### config.mk
export PLATFORM = sky130hd
export DESIGN_NAME = rom_port_sched_flat
export DESIGN_NICKNAME = d
export VERILOG_FILES = /design/src/rtl/rom_port_sched_if.sv /design/src/rtl/rom_port_sched.sv /design/src/flat_wrapper.sv
export SDC_FILE = /design/constraint.sdc
export NUM_CORES = 1
export LEC_CHECK = 0
export BUFFER_PORTS_ARGS = -buffer_cell sky130_fd_sc_hd__buf_2
export CAP_MARGIN = 20
export CORE_MARGIN = 1.5
export CORE_UTILIZATION = 50
export DETAILED_ROUTE_END_ITERATION = 12
export PLACE_DENSITY = 0.73
export SETUP_SLACK_MARGIN = 0.5
export SLEW_MARGIN = 5
export SYNTH_ARGS = -nofsm -noshare
export SYNTH_HDL_FRONTEND = slang
export SYNTH_SLANG_ARGS = --single-unit
### constraint.sdc
create_clock -name clk -period 8.1 [get_ports clk]
set_clock_uncertainty 0.2 [all_clocks]
set_input_delay 0.81 -clock clk [delete_from_list [all_inputs] [get_ports clk]]
set_output_delay 0.81 -clock clk [all_outputs]
set_load 0.03 [all_outputs]
### src/rtl/rom_port_sched_if.sv
// rom_port_sched_if
//   Bundles the ROM port, the data-side read port, the branch redirect and
//   the decoded-instruction handshake of rom_port_sched.
//   slave  : view taken by rom_port_sched (drives rom_*_o, d*_o, inst_*_o).
//   master : view taken by the surrounding core / environment.
//   Signals:
//     rom_ce_o, rom_addr_o[31:0]   ROM chip enable and byte address
//     rom_inst_i[31:0]             ROM data, combinational in the same cycle
//     dreq_i, daddr_i[31:0]        data-side read request and byte address
//     dack_o, ddata_o[31:0]        data read grant and zero-latency result
//     branch_flag_i, branch_target_i[31:0]  fetch redirect
//     inst_valid_o, inst_o[31:0], inst_pc_o[31:0], inst_ready_i  ID handshake
interface rom_port_sched_if;
  logic        rom_ce_o;
  logic [31:0] rom_addr_o;
  logic [31:0] rom_inst_i;
  logic        dreq_i;
  logic [31:0] daddr_i;
  logic        dack_o;
  logic [31:0] ddata_o;
  logic        branch_flag_i;
  logic [31:0] branch_target_i;
  logic        inst_valid_o;
  logic [31:0] inst_o;
  logic [31:0] inst_pc_o;
  logic        inst_ready_i;

  modport slave (
    output rom_ce_o, rom_addr_o, dack_o, ddata_o,
           inst_valid_o, inst_o, inst_pc_o,
    input  rom_inst_i, dreq_i, daddr_i, branch_flag_i, branch_target_i,
           inst_ready_i
  );

  modport master (
    input  rom_ce_o, rom_addr_o, dack_o, ddata_o,
           inst_valid_o, inst_o, inst_pc_o,
    output rom_inst_i, dreq_i, daddr_i, branch_flag_i, branch_target_i,
           inst_ready_i
  );
endinterface

### src/rtl/rom_port_sched.sv
// rom_port_sched
//   Shares the single combinational instruction-ROM port between the fetch
//   path (PC generator + prefetch queue feeding ID) and a data-side reader.
//   Data reads win arbitration unless fetch has been starved for
//   STARVE_LIMIT consecutive data grants. A branch flushes the queue and
//   redirects the PC.
//   Ports:
//     clk  rising-edge clock
//     rst  asynchronous active-low reset
//     bus  rom_port_sched_if.slave (ROM, data, branch and ID signals)
module rom_port_sched #(
  parameter logic [31:0] RESET_PC     = 32'h0000_0000,
  parameter int          QDEPTH       = 4,
  parameter int          STARVE_LIMIT = 4
) (
  input logic             clk,
  input logic             rst,
  rom_port_sched_if.slave bus
);
  localparam int PW = (QDEPTH > 1) ? $clog2(QDEPTH) : 1;
  localparam int CW = PW + 1;
  localparam int SW = $clog2(STARVE_LIMIT + 1);
  localparam logic [CW-1:0] QFULL = CW'(QDEPTH);
  localparam logic [SW-1:0] SLIM  = SW'(STARVE_LIMIT);

  logic          started_q;
  logic [31:0]   pc_q, pc_d;
  logic [CW-1:0] cnt_q, cnt_d;
  logic [PW-1:0] rd_q, rd_d, wr_q, wr_d;
  logic [SW-1:0] starve_q, starve_d;
  logic [31:0]   q_inst [QDEPTH];
  logic [31:0]   q_pc   [QDEPTH];

  logic fetch_want, dgnt, fgnt, head_vld, pop;

  // Arbitration. fetch_want looks only at registered occupancy, so a pop in
  // the same cycle never opens a slot for a fetch (no ready-to-ce path).
  always_comb begin
    head_vld   = (cnt_q != '0);
    pop        = head_vld && bus.inst_ready_i;
    fetch_want = started_q && (cnt_q < QFULL) && !bus.branch_flag_i;
    dgnt       = started_q && bus.dreq_i && !(fetch_want && (starve_q == SLIM));
    fgnt       = !dgnt && fetch_want;
  end

  always_comb begin
    bus.rom_ce_o     = dgnt || fgnt;
    bus.rom_addr_o   = dgnt ? bus.daddr_i : (fgnt ? pc_q : 32'h0);
    bus.dack_o       = dgnt;
    bus.ddata_o      = dgnt ? bus.rom_inst_i : 32'h0;
    bus.inst_valid_o = head_vld;
    bus.inst_o       = head_vld ? q_inst[rd_q] : 32'h0;
    bus.inst_pc_o    = head_vld ? q_pc[rd_q] : 32'h0;
  end

  always_comb begin
    pc_d     = pc_q;
    cnt_d    = cnt_q;
    rd_d     = rd_q;
    wr_d     = wr_q;
    starve_d = starve_q;
    // The starvation count only grows while fetch actually wanted the port.
    if (dgnt)
      starve_d = fetch_want ? (starve_q + SW'(1)) : '0;
    else if (fgnt)
      starve_d = '0;
    if (bus.branch_flag_i) begin
      // Flush overrides any push/pop of this cycle.
      pc_d  = bus.branch_target_i & ~32'h3;
      cnt_d = '0;
      rd_d  = '0;
      wr_d  = '0;
    end else begin
      if (fgnt) begin
        pc_d = pc_q + 32'd4;
        wr_d = wr_q + 1'b1;
      end
      if (pop)
        rd_d = rd_q + 1'b1;
      case ({fgnt, pop})
        2'b10:   cnt_d = cnt_q + 1'b1;
        2'b01:   cnt_d = cnt_q - 1'b1;
        default: cnt_d = cnt_q;
      endcase
    end
  end

  always_ff @(posedge clk or negedge rst) begin
    if (!rst) begin
      started_q <= 1'b0;
      pc_q      <= RESET_PC;
      cnt_q     <= '0;
      rd_q      <= '0;
      wr_q      <= '0;
      starve_q  <= '0;
    end else begin
      started_q <= 1'b1;
      pc_q      <= pc_d;
      cnt_q     <= cnt_d;
      rd_q      <= rd_d;
      wr_q      <= wr_d;
      starve_q  <= starve_d;
    end
  end

  // Queue storage needs no reset: reads are masked while the queue is empty.
  always_ff @(posedge clk) begin
    if (fgnt) begin
      q_inst[wr_q] <= bus.rom_inst_i;
      q_pc[wr_q]   <= pc_q;
    end
  end
endmodule

### src/flat_wrapper.sv
// flat-port wrapper written by rule: the top's interface ports become plain ports
module rom_port_sched_flat 
#(
  parameter logic [31:0] RESET_PC     = 32'h0000_0000,
  parameter int          QDEPTH       = 4,
  parameter int          STARVE_LIMIT = 4
)
  (clk, rst, bus_rom_ce_o, bus_rom_addr_o, bus_dack_o, bus_ddata_o, bus_inst_valid_o, bus_inst_o, bus_inst_pc_o, bus_rom_inst_i, bus_dreq_i, bus_daddr_i, bus_branch_flag_i, bus_branch_target_i, bus_inst_ready_i);
  rom_port_sched_if bus_i ();
  input logic clk;
  input logic rst;
  output wire logic [$bits(bus_i.rom_ce_o)-1:0] bus_rom_ce_o;
  output wire logic [$bits(bus_i.rom_addr_o)-1:0] bus_rom_addr_o;
  output wire logic [$bits(bus_i.dack_o)-1:0] bus_dack_o;
  output wire logic [$bits(bus_i.ddata_o)-1:0] bus_ddata_o;
  output wire logic [$bits(bus_i.inst_valid_o)-1:0] bus_inst_valid_o;
  output wire logic [$bits(bus_i.inst_o)-1:0] bus_inst_o;
  output wire logic [$bits(bus_i.inst_pc_o)-1:0] bus_inst_pc_o;
  input wire logic [$bits(bus_i.rom_inst_i)-1:0] bus_rom_inst_i;
  input wire logic [$bits(bus_i.dreq_i)-1:0] bus_dreq_i;
  input wire logic [$bits(bus_i.daddr_i)-1:0] bus_daddr_i;
  input wire logic [$bits(bus_i.branch_flag_i)-1:0] bus_branch_flag_i;
  input wire logic [$bits(bus_i.branch_target_i)-1:0] bus_branch_target_i;
  input wire logic [$bits(bus_i.inst_ready_i)-1:0] bus_inst_ready_i;
  assign bus_rom_ce_o = bus_i.rom_ce_o;
  assign bus_rom_addr_o = bus_i.rom_addr_o;
  assign bus_dack_o = bus_i.dack_o;
  assign bus_ddata_o = bus_i.ddata_o;
  assign bus_inst_valid_o = bus_i.inst_valid_o;
  assign bus_inst_o = bus_i.inst_o;
  assign bus_inst_pc_o = bus_i.inst_pc_o;
  assign bus_i.rom_inst_i = bus_rom_inst_i;
  assign bus_i.dreq_i = bus_dreq_i;
  assign bus_i.daddr_i = bus_daddr_i;
  assign bus_i.branch_flag_i = bus_branch_flag_i;
  assign bus_i.branch_target_i = bus_branch_target_i;
  assign bus_i.inst_ready_i = bus_inst_ready_i;
  rom_port_sched #(.RESET_PC(RESET_PC), .QDEPTH(QDEPTH), .STARVE_LIMIT(STARVE_LIMIT)) u_core (.clk(clk), .rst(rst), .bus(bus_i));
endmodule
Word-level counts from Yosys, hierarchy flattened
Memory sizes are Yosys's and may differ from the RTL's. Cells that the tools add are included.

Register bits: 43. Memory bits (writable): 256. Output and inout bits: 131. Memories: 2.

Add/subtract/negate cells: 6. Magnitude comparators: 1. Equality and inequality tests: 3. Multiplexer cells: 18. Reduce and logical (&&, ||, !) cells: 16.

Memory list: u_core.q_inst (words 4, bits a word 32, rd ports 1, clocked after memory_dff 0, wr ports 1, line rom_port_sched.sv:31) `logic [31:0] q_inst [QDEPTH];`; u_core.q_pc (words 4, bits a word 32, rd ports 1, clocked after memory_dff 0, wr ports 1, line rom_port_sched.sv:32) `logic [31:0] q_pc [QDEPTH];`.

Operators by type and width (count): 32-bit 2-to-1 mux (7); 32-bit by 3-bit adder with 32-bit output, second input constant (1); 3-bit 2-to-1 mux (4); 2-bit 2-to-1 mux (4); 1-bit logical AND (7); 3-bit by 1-bit adder with 3-bit output, second input constant (2); 3-bit one-hot mux with 2 select lines (1); 2-bit nonzero test (3); 3-bit nonzero test (2); 2-bit by 1-bit adder with 2-bit output, second input constant (2); 3-bit == test, second input constant (1); 1-bit zero test (3); 3-bit less-than comparator, second input constant (1); 3-bit by 1-bit subtractor with 3-bit output, second input constant (1); 2-bit by 1-bit == test with 1-bit output, second input constant (1); 2-bit == test, second input constant (1); 1-bit 2-to-1 mux (2); 1-bit logical OR (1).

Depth between registers and ports, before layout
Word-level depth: 11. Gate-level depth with buffers: 8. Depth with buffers taken out: 7.

Worst setup path after synthesis
No wires, ideal clock.

Path kind: input-to-reg. Start: in bus_branch_flag_i. End: mem u_core.q_inst[0][0], enable pin. Library setup time: 0.427 ns. Arrival time: 3.363 ns. Slack: 4.110 ns. Cell stages on the path: 5. Buffers on the path: 3. Cells stage by stage: buf_6 -> nor3b_2 -> clkbuf_1 -> clkbuf_1 -> and3_1.

Longest elaborated chain between the ends: 9.

RTL lines: start, declared (line flat_wrapper.sv:22) `input wire logic [$bits(bus_i.branch_flag_i)-1:0] bus_branch_flag_i;`; 1-bit zero test * (line rom_port_sched.sv:41) `fetch_want = started_q && (cnt_q < QFULL) && !bus.branch_flag_i;`; 1-bit logical AND * (line rom_port_sched.sv:41); 1-bit logical AND (line rom_port_sched.sv:42) `dgnt = started_q && bus.dreq_i && !(fetch_want && (starve_q == SLIM));`; 1-bit zero test (line rom_port_sched.sv:42); 1-bit logical AND (line rom_port_sched.sv:42); 1-bit zero test (line rom_port_sched.sv:43) `fgnt = !dgnt && fetch_want;`; 1-bit logical AND * (line rom_port_sched.sv:43); 1-bit 2-to-1 mux * (line rom_port_sched.sv:108) `if (fgnt) begin`; 1-bit 2-to-1 mux (not written as such) * (line rom_port_sched.sv:109) `q_inst[wr_q] <= bus.rom_inst_i;`; end, declared (line rom_port_sched.sv:31).

Mark *: on every way between the ends. The rest lies on a longest branch, timed or not.

Final worst setup path
Start: in bus_branch_flag_i. End: out bus_rom_addr_o[13].

Longest elaborated chain between the ends: 9.

RTL lines: 1-bit zero test * (line rom_port_sched.sv:41); 1-bit logical AND * (line rom_port_sched.sv:41); 1-bit logical AND (line rom_port_sched.sv:42); 1-bit zero test (line rom_port_sched.sv:42); 1-bit logical AND (line rom_port_sched.sv:42); 1-bit zero test (line rom_port_sched.sv:43); 1-bit logical AND (line rom_port_sched.sv:43); 32-bit 2-to-1 mux (line rom_port_sched.sv:48) `bus.rom_addr_o = dgnt ? bus.daddr_i : (fgnt ? pc_q : 32'h0);`; 32-bit 2-to-1 mux * (line rom_port_sched.sv:48); end, declared (line flat_wrapper.sv:13) `output wire logic [$bits(bus_i.rom_addr_o)-1:0] bus_rom_addr_o;`.

Marks and branches as above.

==> impl_metrics.json <==
{
  "outcome": "finished, final reports clean",
  "end_kind": "output pin",
  "layout.nets": 1152,
  "drt_pass1_iterations": 5,
  "clock_latency_ps": 540,
  "die_h_um": 162,
  "clk_pin_slew_ps": 60,
  "slowest_delay_ps": 790,
  "wl_um": 26900,
  "antenna_found_initial": 0,
  "vias": 7785,
  "avgRoutedWirePerCell_um": 19.3,
  "synth_top_cell_area_share": 0.592,
  "cp.arrival_ps": 2960,
  "grt_use_total": 0.209,
  "synth_top_cell_by_area": "edfxtp_1",
  "critPathKind": "in2out",
  "post_cts_buffers": 0,
  "rsz0062_at_grt": "no",
  "synth_ff_type": "edfxtp_1",
  "slew_violations": 0,
  "relSlewSlack": 0.335,
  "clk_path_buf_depth": 3,
  "syn_to_final_growth_pct": 19.8,
  "grt_pass1_vias": 7507,
  "fp-row-count": 57,
  "rr_worst_depth": 3,
  "core-area_um2": 24500,
  "synth-seq-area-share": 0.674,
  "wl_met1_um": 11600,
  "dieArea_um2": 26100,
  "worstReg2RegEnd": "u_core.q_inst[1][16]",
  "crit_path_cell_trace": "buf_2, buf_4, nor3b_4, buf_4, nand2_1, o21ai_0, buf_2",
  "syn_avg_cell_area_um2": 15.1,
  "hold_class": "in2async",
  "grt_max_degree": 98,
  "post_cts_resized": 0,
  "dr.max_layer_used": "met4",
  "cts.htree.levels": 1,
  "io_pins": 232,
  "synthDistinctLibCells": 52,
  "startpoint": "bus_branch_flag_i",
  "total_power_mw": 4.61,
  "gp_congestion": 0.832,
  "via_per_inst": 5.60,
  "period_share": 0.490,
  "numCtsBuffers": 28,
  "worstMarginPinSlew_ps": 998,
  "worst_setup_path_start_kind": "input pin",
  "layout_common_cells": "248 x edfxtp_1, 227 x buf_2, 100 x and2_1, 88 x nand2_1, 62 x mux4_2",
  "synth-edff-count": 248,
  "die-width_um": 162,
  "period_minus_slack_ps": 3970,
  "leakagePower_nw": 5.50,
  "hold_viol": 0,
  "p_per_area_nw_per_um2": 306,
  "grt_pass1_wl_um": 42000,
  "r2r_setup_slack_ps": 4870,
  "grt_remaining_overflow": 0,
  "io_buffers": 227,
  "critPathRequiredTime_ps": 7090,
  "diodes": 0,
  "drtAntennaViolNets": 0,
  "ys_top_cells_by_area": "edfxtp_1 59%, mux4_2 11%, dfrtp_1 8.2%",
  "worst-path-max-fanout": 45,
  "fmax_mhz": 252,
  "path_buf_inv": 4,
  "crit_family": "buffers and inverters",
  "post-dp-hpwl_um": 16100,
  "ys.warnings.count": 0,
  "final_common_cell": "edfxtp_1",
  "timing.rr.start": "u_core.cnt_q[2]",
  "met2_length_um": 12900,
  "timing.setup.tns_ps": 0,
  "holdBufCountCts": 0,
  "dr_wl_met3_um": 1790,
  "cts_root_buffer": "clkbuf_16",
  "syn_area_um2": 12600,
  "maxCapViolCount": 0,
  "drc_errors": 0,
  "synth_seq_cells": 289,
  "drtIter0Drc": 588,
  "synthCells": 832,
  "drive_above_1_share": 0.334,
  "cts_tree": "yes",
  "cts.sinks": 289,
  "async_reset_ff_frac": 0.142,
  "critical-path-slowest-cell": "nor3b_4",
  "setup_viol": 0,
  "ir_drop_v": 0.000203,
  "start_util": 0.513
}
[per-stage QoR]
| step | cell area [µm²] | worst slack, ps | hold slack (ps) | cells | utilization |
|---|---|---|---|---|---|
| after global placement | 14000 | 4080 | 315 | 1336 | 0.570 |
| after floorplan | 12600 | 4110 | 274 | 833 | - |
| final | 15100 | 4130 | 231 | 1389 | 0.614 |
| after detailed placement | 14000 | 4090 | 333 | 1336 | 0.570 |
| after CTS | 15000 | 3950 | 252 | 1388 | 0.613 |
| after global routing | 15100 | 3920 | 290 | 1389 | 0.614 |
[kinds of logic (layout without fill, tap and decap cells)]
kind of cell,after synthesis,in the layout,share of synthesized area
AOI/OAI and AO/OA,96,96,0.0470
xor gates and xnor gates,9,9,0.00627
adders and majority gates,8,8,0.00856
buffers and inverters,62,294,0.0208
DFF,289,289,0.674
muxes,66,66,0.114
other,2,3,0.000597
and+or+nand+nor,300,300,0.129
[power breakdown]
part | internal (mW) | switching (mW) | leakage (nW)
combinational | 0.510 | 0.856 | 2.26
sequential | 1.69 | 0.0964 | 2.72
clock | 0.910 | 0.551 | 0.514
[per-layer routing]
layer  GRT usage  vias to the layer above
met5           0                        -
met3      0.0285                       43
met2       0.341                      311
li1            -                     3617
met1       0.296                     3814
met4      0.0602                        0
[worst max path at each step]
stage	slack (ps)	end	cells after the start
2_1_floorplan	4110	u_core.q_inst[0][0]	5
3_3_place_gp	4080	u_core.q_pc[0][26]	5
3_5_place_dp	4090	u_core.q_inst[2][3]	5
4_1_cts	3950	bus_inst_pc_o[4]	4
5_1_grt	3920	bus_rom_addr_o[16]	7
6_report	4130	bus_rom_addr_o[13]	7
[worst reg2reg max path, stage by stage, from the launching register on]
cell and delay [ps]:
dfrtp_1 450, nor3b_4 780, buf_4 440, and3_4 920
[synthesized netlist by cell type, types with 8 or more instances]
cell	count
nand3_1	21
inv_1	8
and2_1	100
nor4_1	8
clkbuf_1	38
nor2_1	22
and3_1	9
mux4_2	62
nand4_1	14
edfxtp_1	248
a31oi_1	16
o31ai_1	14
o21ai_0	45
dfrtp_1	41
nand2_1	88
or4_1	14
[sequential cells by signal (all words and copies together), names as in the netlist]
register	flops
u_core.wr_q	2
u_core.cnt_q	3
u_core.q_pc	120
u_core.starve_q	3
u_core.rd_q	2
u_core.q_inst	128
u_core.started_q	1
u_core.pc_q	30
[cell type report]
| class | count | area, µm² |
|---|---|---|
| Tap cell | 324 | 405 |
| Inverter | 9 | 33.8 |
| Clock buffer | 31 | 733 |
| Clock inverter | 21 | 319 |
| Multi-Input combinational cell | 482 | 3890 |
| Fill cell | 1857 | 9470 |
| Sequential cell | 289 | 8480 |
| Timing Repair Buffer | 233 | 1200 |
No activity file was read; power rests on OpenSTA's default activity.
